==> src/rtl/sequenciador_pc.sv <==
// Multicycle fetch/decode sequencer driving the program-counter control inputs.
// One pc_control update per instruction; fetch timeout leads to a sticky fault.
//
// state    | meaning
// IDLE     | waiting for start
// FETCH    | imem_req high, waiting for imem_ack (bounded by TIMEOUT)
// DECODE   | one cycle, picks HALT or EXEC
// EXEC     | EXEC_CYCLES cycles, latches alu_zero / rs_data on the last one
// UPDATE   | one cycle, pc_control carries the selected code
// HALT     | halted, waits for start to skip the halt word
// FAULT    | absorbing until reset
module sequenciador_pc #(
  parameter int          EXEC_CYCLES = 1,
  parameter int          TIMEOUT     = 16,
  parameter logic [5:0]  HALT_OP     = 6'b111111
) (
  input  logic        i_clk,
  input  logic        i_rst_n,
  input  logic        i_start,
  output logic        o_imem_req,
  input  logic        i_imem_ack,
  input  logic [31:0] i_imem_data,
  input  logic        i_alu_zero,
  input  logic [31:0] i_rs_data,
  output logic [31:0] o_instr,
  output logic [2:0]  o_pc_control,
  output logic [25:0] o_jump_address,
  output logic [15:0] o_branch_offset,
  output logic [31:0] o_reg_address,
  output logic        o_halted,
  output logic        o_fault,
  output logic [2:0]  o_state
);

  typedef enum logic [2:0] {
    S_IDLE   = 3'd0,
    S_FETCH  = 3'd1,
    S_DECODE = 3'd2,
    S_EXEC   = 3'd3,
    S_UPDATE = 3'd4,
    S_HALT   = 3'd5,
    S_FAULT  = 3'd6
  } state_t;

  localparam int TW = (TIMEOUT > 1) ? $clog2(TIMEOUT) : 1;
  localparam int EW = (EXEC_CYCLES > 1) ? $clog2(EXEC_CYCLES) : 1;
  localparam logic [TW-1:0] TO_LOAD   = TW'(TIMEOUT - 1);
  localparam logic [EW-1:0] EXEC_LOAD = EW'(EXEC_CYCLES - 1);

  state_t        r_state, w_next;
  logic [31:0]   r_instr;
  logic [31:0]   r_reg_address;
  logic          r_zero;
  logic [TW-1:0] r_wait;
  logic [EW-1:0] r_exec;
  logic [5:0]    w_op, w_funct;
  logic [2:0]    w_pc_sel;

  assign w_op    = r_instr[31:26];
  assign w_funct = r_instr[5:0];

  always_ff @(posedge i_clk or negedge i_rst_n) begin
    if (!i_rst_n) begin
      r_state       <= S_IDLE;
      r_instr       <= '0;
      r_reg_address <= '0;
      r_zero        <= 1'b0;
      r_wait        <= TO_LOAD;
      r_exec        <= EXEC_LOAD;
    end else begin
      r_state <= w_next;
      // Fetch timer re-arms whenever we are outside FETCH.
      if (r_state != S_FETCH) begin
        r_wait <= TO_LOAD;
      end else if (i_imem_ack) begin
        r_instr <= i_imem_data;
      end else if (r_wait != '0) begin
        r_wait <= r_wait - 1'b1;
      end
      if (r_state == S_DECODE) begin
        r_exec <= EXEC_LOAD;
      end else if (r_state == S_EXEC) begin
        if (r_exec == '0) begin
          r_zero        <= i_alu_zero;
          r_reg_address <= i_rs_data;
        end else begin
          r_exec <= r_exec - 1'b1;
        end
      end
    end
  end

  always_comb begin
    w_next = r_state;
    case (r_state)
      S_IDLE:   if (i_start) w_next = S_FETCH;
      S_FETCH: begin
        if (i_imem_ack)        w_next = S_DECODE;
        else if (r_wait == '0) w_next = S_FAULT;
      end
      S_DECODE: w_next = (w_op == HALT_OP) ? S_HALT : S_EXEC;
      S_EXEC:   if (r_exec == '0) w_next = S_UPDATE;
      S_UPDATE: w_next = S_FETCH;
      S_HALT:   if (i_start) w_next = S_UPDATE;
      S_FAULT:  w_next = S_FAULT;
      default:  w_next = S_IDLE;
    endcase
  end

  // The halt word falls through to PC+4, which is exactly the skip we want on restart.
  always_comb begin
    w_pc_sel = 3'b001;
    case (w_op)
      6'b000100: w_pc_sel = r_zero ? 3'b010 : 3'b001;
      6'b000101: w_pc_sel = r_zero ? 3'b001 : 3'b010;
      6'b000010,
      6'b000011: w_pc_sel = 3'b011;
      6'b000000: w_pc_sel = (w_funct == 6'b001000) ? 3'b100 : 3'b001;
      default:   w_pc_sel = 3'b001;
    endcase
  end

  assign o_imem_req      = (r_state == S_FETCH);
  assign o_pc_control    = (r_state == S_UPDATE) ? w_pc_sel : 3'b000;
  assign o_instr         = r_instr;
  assign o_jump_address  = r_instr[25:0];
  assign o_branch_offset = r_instr[15:0];
  assign o_reg_address   = r_reg_address;
  assign o_halted        = (r_state == S_HALT);
  assign o_fault         = (r_state == S_FAULT);
  assign o_state         = r_state;

endmodule
==> config.mk <==
export PLATFORM = sky130hd
export DESIGN_NAME = sequenciador_pc
export DESIGN_NICKNAME = d
export VERILOG_FILES = /design/src/rtl/sequenciador_pc.sv
export SDC_FILE = /design/constraint.sdc
export NUM_CORES = 1
export LEC_CHECK = 0
export CORE_MARGIN = 8
export CORE_UTILIZATION = 39
export DETAILED_ROUTE_END_ITERATION = 10
export HOLD_SLACK_MARGIN = 0.02
export PLACE_DENSITY = 0.88
export RECOVER_POWER = 50
export SETUP_SLACK_MARGIN = 0.1
export SLEW_MARGIN = 25
export SYNTH_ARGS = -nofsm -noshare
export SYNTH_HDL_FRONTEND = slang
export SYNTH_SLANG_ARGS = --single-unit
export TNS_END_PERCENT = 1
==> constraint.sdc <==
create_clock -name i_clk -period 2 [get_ports i_clk]
set_input_delay 0.4 -clock i_clk [delete_from_list [all_inputs] [get_ports i_clk]]
set_output_delay 0.4 -clock i_clk [all_outputs]
set_load 0.1 [all_outputs]
==> impl_metrics.toml <==
[sta]
setup_tns_ns = -0.581
finalCriticalPeriod_ns = 2.27
rsz0062_at_grt = "yes"
hold_viol = 0
min_period_over_period = 1.14
finalMaxSlewViolations = 0
fmax_mhz = 440
max_slew_margin = 0.393
skew_ns = 0.0108
whs_ns = 0.506
worst_slew_pin_slew_ns = 0.911
setup_ws_ns = -0.273
finalSetupViolations = 3

[finish]
fillers = 701
drive_gt1_frac = 0.592
seq_area_mm2 = 0.00183
final_core_util = 0.606
multi_input_area_mm2 = 0.00126
syn2layout_area_growth_pct = 53.0
final_nets = 472

[floorplanning]
coreArea_mm2 = 0.00859
num_rows = 34
dieWidth_um = 109
die_area_mm2 = 0.0120
io_pins = 184
die_h_um = 109
start_util = 0.396

[cts]
numCtsBuffers = 9
clk_latency_ns = 0.33
htreeDepth = 3
clock_sinks = 72
cts.clk_slew.worst_paths_ns = 0.08
cts_root_buf = "clkbuf_8"
cts_tree = "done"
cts_setup_buffers = 0
max-clock-path-buffers = 2

[synthesis]
synth_top_area_share = 0.500
ys_seq_area_frac = 0.531
ys_seq_elements = 72
synthCells = 244
avgSynthCellArea_um2 = 14.0
synthTopCellsByArea = "dfrtp_1 50%, mux2_4 13%, mux2_2 12%, buf_4 9.3%, dfstp_2 3.1%"
synth_cell_type_count = 35
syn_area_mm2 = 0.00340
async_reset_ff_frac = 1.00
synth_flop_cell = "dfrtp_1"
synth_top_cell_by_area = "dfrtp_1"
synth_edf_count = 0
synth_fp_nets = 314
ys_warn_count = 0

[detailed_routing]
via_per_inst = 4.82
routed_wl_um = 9300
drc = 0
dr.pass1.iters = 4
ant_nets = 0
drtIter0Drc = 71
vias = 2487
post_drt_wl_per_cell_um = 18.0

[worst_setup_path]
reg2regPathDepth = 6
critPathLaunch = "o_instr[30]$_DFFE_PN0N_"
required_ns = 1.60
reg2reg_from = "r_wait[0]$_DFFE_PN1P_"
critPathMaxFanout = 2
critical_path_class = "reg -> out"
cp_data_arrival_time_ns = 1.87
critPathLaunchType = "flip-flop"
cp-end-kind = "primary output"

[place]
dp_slack_ns = 0.00845
io_buffer_count = 183
hpwlAfterDp_um = 7270
place_congestion = 0.749

[hold_path]
min_from = "o_reg_address[2]$_DFFE_PN0P_"
min_path_cells = 1
hp-class = "reg -> reg"

[global_route]
grt_max_degree = 38
track_usage = 0.150
antenna_found_initial = 1
grt_pass1_wl_um = 14000
grt-ovfl-total = 0
grt_pass1_vias = 2715

[outcome]
status = "finished, violations left"
violations = "setup timing"

[run]
maxCapViolations = 0
-- metal layers --
metal	wire [um]	vias to the layer above	part of all wire	GRT usage
met3	1250	10	0.13	0.0645
met4	134	0	0.014	0.0569
met1	3510	1229	0.38	0.172
met5	0	-	0	0
li1	-	1115	-	-
met2	4410	133	0.47	0.243
-- synth_stat cells (2+ instances only) --
cell type  count
dfrtp_1       68
buf_2          4
o21ai_0        3
nor3_1         2
nor2_1         5
inv_1          3
mux2_2        36
or3_1          3
nand3_1        3
buf_12         3
xnor2_1        2
dfstp_2        4
mux2_4        30
a21oi_1        3
nand2_1       11
nor3b_1        2
buf_4         42
nor4_1         2
xor2_1         2
-- state kept, by name, summed over array words and instances, names as in the netlist --
register / count
o_instr: 32
o_reg_address: 32
o_state: 3
r_wait: 4
r_zero: 1
-- metrics by stage --
stage	area, um^2	cells
detailed placement	5070	498
global placement	5070	498
global route	5210	516
finish	5210	516
CTS	5350	515
floorplan	3490	244
-- timing repair --
action | 4_1_cts | 5_1_grt
resized for setup | 3 | 3
hold buffers | 1 | 0
pin swaps | 3 | 2
endpoints found under the hold margin | 4 | 0
setup endpoints to repair | 4 | 5
-- worst max-delay path: stages, from the launching register on --
cell and delay, ns:
dfrtp_4 0.48, or3_4 0.43, nor2_4 0.12, nand3_2 0.10
nor4_4 0.20, buf_12 0.21
-- cell families after synthesis --
logic type               after synthesis  share of synthesized area
buffers and inverters                 54                      0.124
flip-flops                            72                      0.531
multiplexers                          67                      0.254
AND/OR/NAND/NOR                       33                     0.0518
XOR/XNOR                               4                     0.0103
adder cells (fa/ha/maj)                1                    0.00367
AO/OA/AOI/OAI                         13                     0.0254
-- layout by cell type (no fill, tap or decap), types with 4 or more instances in the layout --
cell type        instances
buf_12                  16
dfrtp_4                  4
clkdlybuf4s50_1         67
clkbuf_2                57
buf_4                   55
dfrtp_1                 57
dfstp_2                  4
nor2_1                   4
nand2_1                 11
mux2_2                  36
dfrtp_2                  7
clkbuf_8                11
mux2_4                  30
-- cell type report --
| type | instances | share of cell area |
|---|---|---|
| Timing Repair Buffer | 197 | 0.328 |
| Sequential cell | 72 | 0.352 |
| Tap cell | 108 | 0.0259 |
| Multi-Input combinational cell | 118 | 0.242 |
| Inverter | 4 | 0.00288 |
| Clock inverter | 5 | 0.0197 |
| Antenna cell | 1 | 0.000481 |
| Clock buffer | 11 | 0.0291 |
-- worst paths after layout --
check	end	slack, ns
worst max-delay path	o_pc_control[2]	-0.27
worst min-delay path	o_reg_address[2]$_DFFE_PN0P_	0.51
worst max register to register	r_wait[3]$_DFFE_PN1P_	0.23
worst min register to register	o_reg_address[2]$_DFFE_PN0P_	0.51
max in group asynchronous	o_reg_address[29]$_DFFE_PN0P_	0.23
min in group asynchronous	o_instr[14]$_DFFE_PN0N_	0.72
Power is left out: the tool's default activity adds up to more than one toggle a clock period on the data nets, which glitch-free logic cannot reach.
